`src/rtl/colparity_ctrl.sv`:
```
// Column-parity sequencer: walks z = 0..63 through an external index counter and
// reduces each 25-bit slice to a 5-bit column parity word. Option: COLPARITY_CHKSUM_EN.
module colparity_ctrl (
    input  logic        clk,
    input  logic        reset,
    input  logic        start,
    output logic        slice_req,
    input  logic [24:0] slice_in,
    input  logic        slice_valid,
    input  logic [5:0]  cnt_val,
    input  logic        cnt_co,
    output logic        cnt_clr,
    output logic        cnt_en,
    output logic [4:0]  parity_out,
    output logic [5:0]  parity_z,
    output logic        parity_wr,
    output logic        busy,
`ifdef COLPARITY_CHKSUM_EN
    output logic [4:0]  chksum,
`endif
    output logic        done
);

    localparam int unsigned SLICES  = 64;
    localparam int unsigned W_IDX   = $clog2(SLICES);
    localparam int unsigned W_COL   = 5;
    localparam int unsigned W_SLICE = W_COL * W_COL;

    typedef enum logic [2:0] {
        S_IDLE,
        S_CLR,
        S_REQ,
        S_WRITE,
        S_DONE
    } state_t;

    state_t               r_state;
    logic                 r_slice_req;
    logic                 r_cnt_clr;
    logic                 r_cnt_en;
    logic                 r_parity_wr;
    logic                 r_busy;
    logic                 r_done;
    logic                 r_last;
    logic [W_COL-1:0]     r_parity_out;
    logic [W_IDX-1:0]     r_parity_z;
    logic [W_COL-1:0]     w_col;
    logic [W_SLICE-1:0]   w_slice;
`ifdef COLPARITY_CHKSUM_EN
    logic [W_COL-1:0]     r_chksum;
`endif

    assign w_slice = slice_in;

    // C[x] = XOR over rows y of bit 5*y+x
    always_comb begin
        w_col = '0;
        for (int y = 0; y < W_COL; y++) begin
            for (int x = 0; x < W_COL; x++) begin
                w_col[x] = w_col[x] ^ w_slice[W_COL*y + x];
            end
        end
    end

    always_ff @(posedge clk or negedge reset) begin
        if (!reset) begin
            r_state      <= S_IDLE;
            r_slice_req  <= 1'b0;
            r_cnt_clr    <= 1'b0;
            r_cnt_en     <= 1'b0;
            r_parity_wr  <= 1'b0;
            r_busy       <= 1'b0;
            r_done       <= 1'b0;
            r_last       <= 1'b0;
            r_parity_out <= '0;
            r_parity_z   <= '0;
`ifdef COLPARITY_CHKSUM_EN
            r_chksum     <= '0;
`endif
        end else begin
            r_cnt_clr   <= 1'b0;
            r_cnt_en    <= 1'b0;
            r_parity_wr <= 1'b0;
            r_done      <= 1'b0;
            case (r_state)
                S_IDLE: begin
                    if (start) begin
                        r_state   <= S_CLR;
                        r_cnt_clr <= 1'b1;
                        r_busy    <= 1'b1;
                    end
                end
                S_CLR: begin
                    r_parity_out <= '0;
                    r_parity_z   <= '0;
`ifdef COLPARITY_CHKSUM_EN
                    r_chksum     <= '0;
`endif
                    r_slice_req  <= 1'b1;
                    r_state      <= S_REQ;
                end
                S_REQ: begin
                    if (slice_valid) begin
                        r_parity_out <= w_col;
                        r_parity_z   <= W_IDX'(cnt_val);
                        r_last       <= cnt_co;
                        r_slice_req  <= 1'b0;
                        r_parity_wr  <= 1'b1;
                        // Increment lands during WRITE so the next REQ sees the new index
                        r_cnt_en     <= ~cnt_co;
                        r_state      <= S_WRITE;
                    end
                end
                S_WRITE: begin
`ifdef COLPARITY_CHKSUM_EN
                    r_chksum <= r_chksum ^ r_parity_out;
`endif
                    if (r_last) begin
                        r_done  <= 1'b1;
                        r_state <= S_DONE;
                    end else begin
                        r_slice_req <= 1'b1;
                        r_state     <= S_REQ;
                    end
                end
                S_DONE: begin
                    r_busy  <= 1'b0;
                    r_state <= S_IDLE;
                end
                default: begin
                    r_slice_req <= 1'b0;
                    r_busy      <= 1'b0;
                    r_state     <= S_IDLE;
                end
            endcase
        end
    end

    assign slice_req  = r_slice_req;
    assign cnt_clr    = r_cnt_clr;
    assign cnt_en     = r_cnt_en;
    assign parity_out = r_parity_out;
    assign parity_z   = r_parity_z;
    assign parity_wr  = r_parity_wr;
    assign busy       = r_busy;
    assign done       = r_done;
`ifdef COLPARITY_CHKSUM_EN
    assign chksum     = r_chksum;
`endif

endmodule

```
`config.mk`:
```
export PLATFORM = sky130hd
export DESIGN_NAME = colparity_ctrl
export DESIGN_NICKNAME = d
export VERILOG_FILES = /design/src/rtl/colparity_ctrl.sv
export SDC_FILE = /design/constraint.sdc
export NUM_CORES = 1
export LEC_CHECK = 0
export ABC_AREA = 1
export BUFFER_PORTS_ARGS = -buffer_cell sky130_fd_sc_hd__buf_2
export CAP_MARGIN = 20
export CELL_PAD_IN_SITES_DETAIL_PLACEMENT = 0
export CELL_PAD_IN_SITES_GLOBAL_PLACEMENT = 1
export CORE_UTILIZATION = 30
export CTS_BUF_LIST = sky130_fd_sc_hd__clkbuf_4
export CTS_CLUSTER_DIAMETER = 50
export DETAILED_ROUTE_END_ITERATION = 16
export GPL_ROUTABILITY_DRIVEN = 0
export PLACE_DENSITY = 0.77
export SYNTH_ARGS = -nofsm -noshare
export SYNTH_HDL_FRONTEND = slang
export SYNTH_SLANG_ARGS = --single-unit
```
`constraint.sdc`:
```
create_clock -name clk -period 1.2 [get_ports clk]
set_input_delay 0.12 -clock clk [delete_from_list [all_inputs] [get_ports clk]]
set_output_delay 0.12 -clock clk [all_outputs]
set_load 0.05 [all_outputs]
```
==> flow_metrics.tcl <==
set metrics [dict create \
    layout.nets 270 \
    dr_total_vias 1163 \
    cts.clk_slew.worst_paths_ns 0.11 \
    initial_cell_density_of_the_core 0.321 \
    antenna_violations_before_repair 0 \
    setup-tns-final_ns 0 \
    pin_count 53 \
    critPathMaxStageDelay_ns 0.40 \
    routed_wire_length_per_instance_um 8.21 \
    drt-total-wl_um 2310 \
    synth-edff-count 0 \
    netlist_instances 173 \
    synth_cell_type_count 17 \
    areaGrowthSynthToFinish_pct 34.7 \
    final_max_slew_viol_count 0 \
    die-height_um 65.3 \
    overflow_left_after_global_routing 0 \
    max-vdd-ir-drop_uv 649 \
    final_core_util 0.432 \
    outcome "completed" \
    drive_gt1_frac 0.309 \
    die-area_um2 4270 \
    placementRows 22 \
    drv_cap 0 \
    ff2ff_path_depth 8 \
    placedCellCount 275 \
    first_global_vias 978 \
    cts-buffers-inserted 3 \
    synth_nets 209 \
    synthesis.yosys.warnings 0 \
    final_hold_violation_count 0 \
    die-width_um 65.3 \
    timing_worst_setup_path_type "reg -> reg" \
    grt_setup_unrepaired "yes" \
    slew_headroom 0.699 \
    fmax_mhz 888 \
    timing.critical_path.to_type "register" \
    synthesis.area_per_instance_um2 6.95 \
    postPlaceCellArea_um2 1530 \
    start_kind "register" \
    cp_top_family "simple AND/OR/NAND/NOR gates" \
    cellLeakagePower_nw 1.04 \
    period_needed_ns 1.13 \
    ys_ff_latch 21 \
    clockBufferDepth 2 \
    clk-insertion-delay-late_ns 0.29 \
    synth_async_sr_flop_share 1.00 \
    max_slew.worst_pin.slew_ns 0.451 \
    finalSetupViolations 0 \
    layout.filler_cells 404 \
    cp_slowest_cell "sky130_fd_sc_hd__dfrtp_1" \
    grtUsageTotal 0.122 \
    critical_path_peak_fanout 11 \
    pin_count_of_the_biggest_net_entering_global_routing 22 \
    postLayoutCellArea_um2 1620 \
    floorplan.core_area_um2 3740 \
    post_detailed_route_count_of_antenna_violating_nets 0 \
    sequential_share_of_the_synthesized_area 0.437 \
    firstDrtPassIters 4 \
    placement.io_buffers 52 \
    final_min_period_over_clock_period 0.938 \
    cellPowerDensity_nw_per_um2 2010 \
    cp_num_cells 8 \
    timing.critical_path.arrival_ns 1.32 \
    final-instance-count-excl-fill 281 \
    htree_num_levels 1 \
    critical_path.n_buffers_inverters 2 \
    cp_cell_sequence "nor2_2, nand2_2, inv_4, nand2_8, nand2_8, inv_8, nand2_1, nand2_1" \
    flip_flop_count_of_the_largest_register_after_layout 6 \
    n_antenna_cell 0 \
    clock_sinks 21 \
    hold_depth 3 \
    synthesized_cell_area_um2 1200 \
    primary_flip_flop_cell_chosen_by_synthesis_mapping "sky130_fd_sc_hd__dfrtp_1" \
    dr.first_iter.drc_count 61 \
    cts_tree "yes" \
    required_ns 1.39 \
    post_drt_via_cell_ratio 4.14 \
    dp.final_hpwl_um 1920 \
    grt_first_pass_wirelength_um 4100 \
    cts.root.buffer_cell "sky130_fd_sc_hd__clkbuf_4" \
    hold_class "in -> reg" \
    worst_clock_skew_ns 0.00160 \
    post-route-drc-count 0 \
]
## kinds of logic (layout without fill, tap and decap cells)
group,count (synthesis),after routing,share of synthesized area
and+or+nand+nor,106,106,0.382
DFF,21,21,0.437
AOI/OAI and AO/OA,5,5,0.0239
xor gates and xnor gates,5,5,0.0364
buffers and inverters,36,96,0.121
## final cells by class
| type | instances | area, um2 | share of cell area |
|---|---|---|---|
| multi-input combinational | 116 | 554 | 0.342 |
| sequential | 21 | 527 | 0.325 |
| timing repair buffer | 57 | 303 | 0.187 |
| inverter | 35 | 145 | 0.0896 |
| tap | 48 | 60.1 | 0.0371 |
| clock buffer | 4 | 30.0 | 0.0185 |
## report_power, final
| part | leakage [nW] | switching (mW) | internal (mW) |
|---|---|---|---|
| logic | 0.754 | 1.30 | 0.521 |
| registers | 0.270 | 0.134 | 0.947 |
| clock network | 0.0184 | 0.193 | 0.152 |
| total | 1.04 | 1.63 | 1.62 |
## path summary, 6_finish.rpt
kind | start | to | slack [ns]
setup / recovery | r_state[2] | parity_z[3] | 0.07
hold / removal | cnt_val[2] | parity_z[2] | 0.05
setup reg to reg | r_state[2] | parity_z[3] | 0.07
hold reg to reg | parity_out[2] | parity_out[2] | 0.48
max in group asynchronous | reset | r_state[1] | 0.58
min in group asynchronous | reset | done | 0.29
## cell usage in the layout (no fill, tap or decap), drive strengths merged
master / Yosys / routed
a21oi: 1 / 1
a32oi: 1 / 1
buf: 1 / 55
clkbuf: 0 / 4
clkinvlp: 0 / 1
dfrtp: 21 / 21
dlygate4sd3: 0 / 2
inv: 35 / 34
nand2: 75 / 75
nand3: 17 / 17
nand3b: 2 / 2
nand4: 1 / 1
nor2: 11 / 11
o21ai: 3 / 3
xnor2: 5 / 5
## timing repair
action | 4_1_cts | 5_1_grt
setup endpoints to repair | 0 | 12
buffers inserted | 0 | 0
hold buffers | 2 | 0
hold endpoints to repair | 22 | 0
gates resized for setup | 0 | 9
## layer usage
metal / up-vias / GRT usage / wire, um
met5: - / 0 / 0
met4: 0 / 0.0489 / 16
met3: 2 / 0.00521 / 111
met1: 490 / 0.168 / 1140
li1: 639 / - / -
met2: 32 / 0.198 / 1040
## Yosys cell counts (2+ instances only)
master                     instances  area, um2
sky130_fd_sc_hd__nand2_2           5       31.3
sky130_fd_sc_hd__nand2_1          68        255
sky130_fd_sc_hd__nand3b_1          2       15.0
sky130_fd_sc_hd__inv_1            33        124
sky130_fd_sc_hd__dfrtp_1          21        526
sky130_fd_sc_hd__nand3_1          17       85.1
sky130_fd_sc_hd__nor2_1           10       37.5
sky130_fd_sc_hd__xnor2_1           5       43.8
sky130_fd_sc_hd__nand2_4           2       22.5
sky130_fd_sc_hd__o21ai_0           3       15.0
## metrics by stage
step,hold slack [ns],total power [mW],setup WS (ns)
finish,0.0517,3.25,0.0740
global placement,0.0975,2.81,0.0423
floorplan,-0.176,2.38,-0.0225
CTS,0.0351,3.18,0.00112
global route,0.0373,3.51,-0.00962
detailed placement,0.0961,2.82,0.0122
## tightest hold or removal path, cell delays in order
cell	delay, ns
sky130_fd_sc_hd__buf_2	0.08
sky130_fd_sc_hd__nand3_1	0.06
sky130_fd_sc_hd__nand2_1	0.05
(Power assumes the default switching activity.)
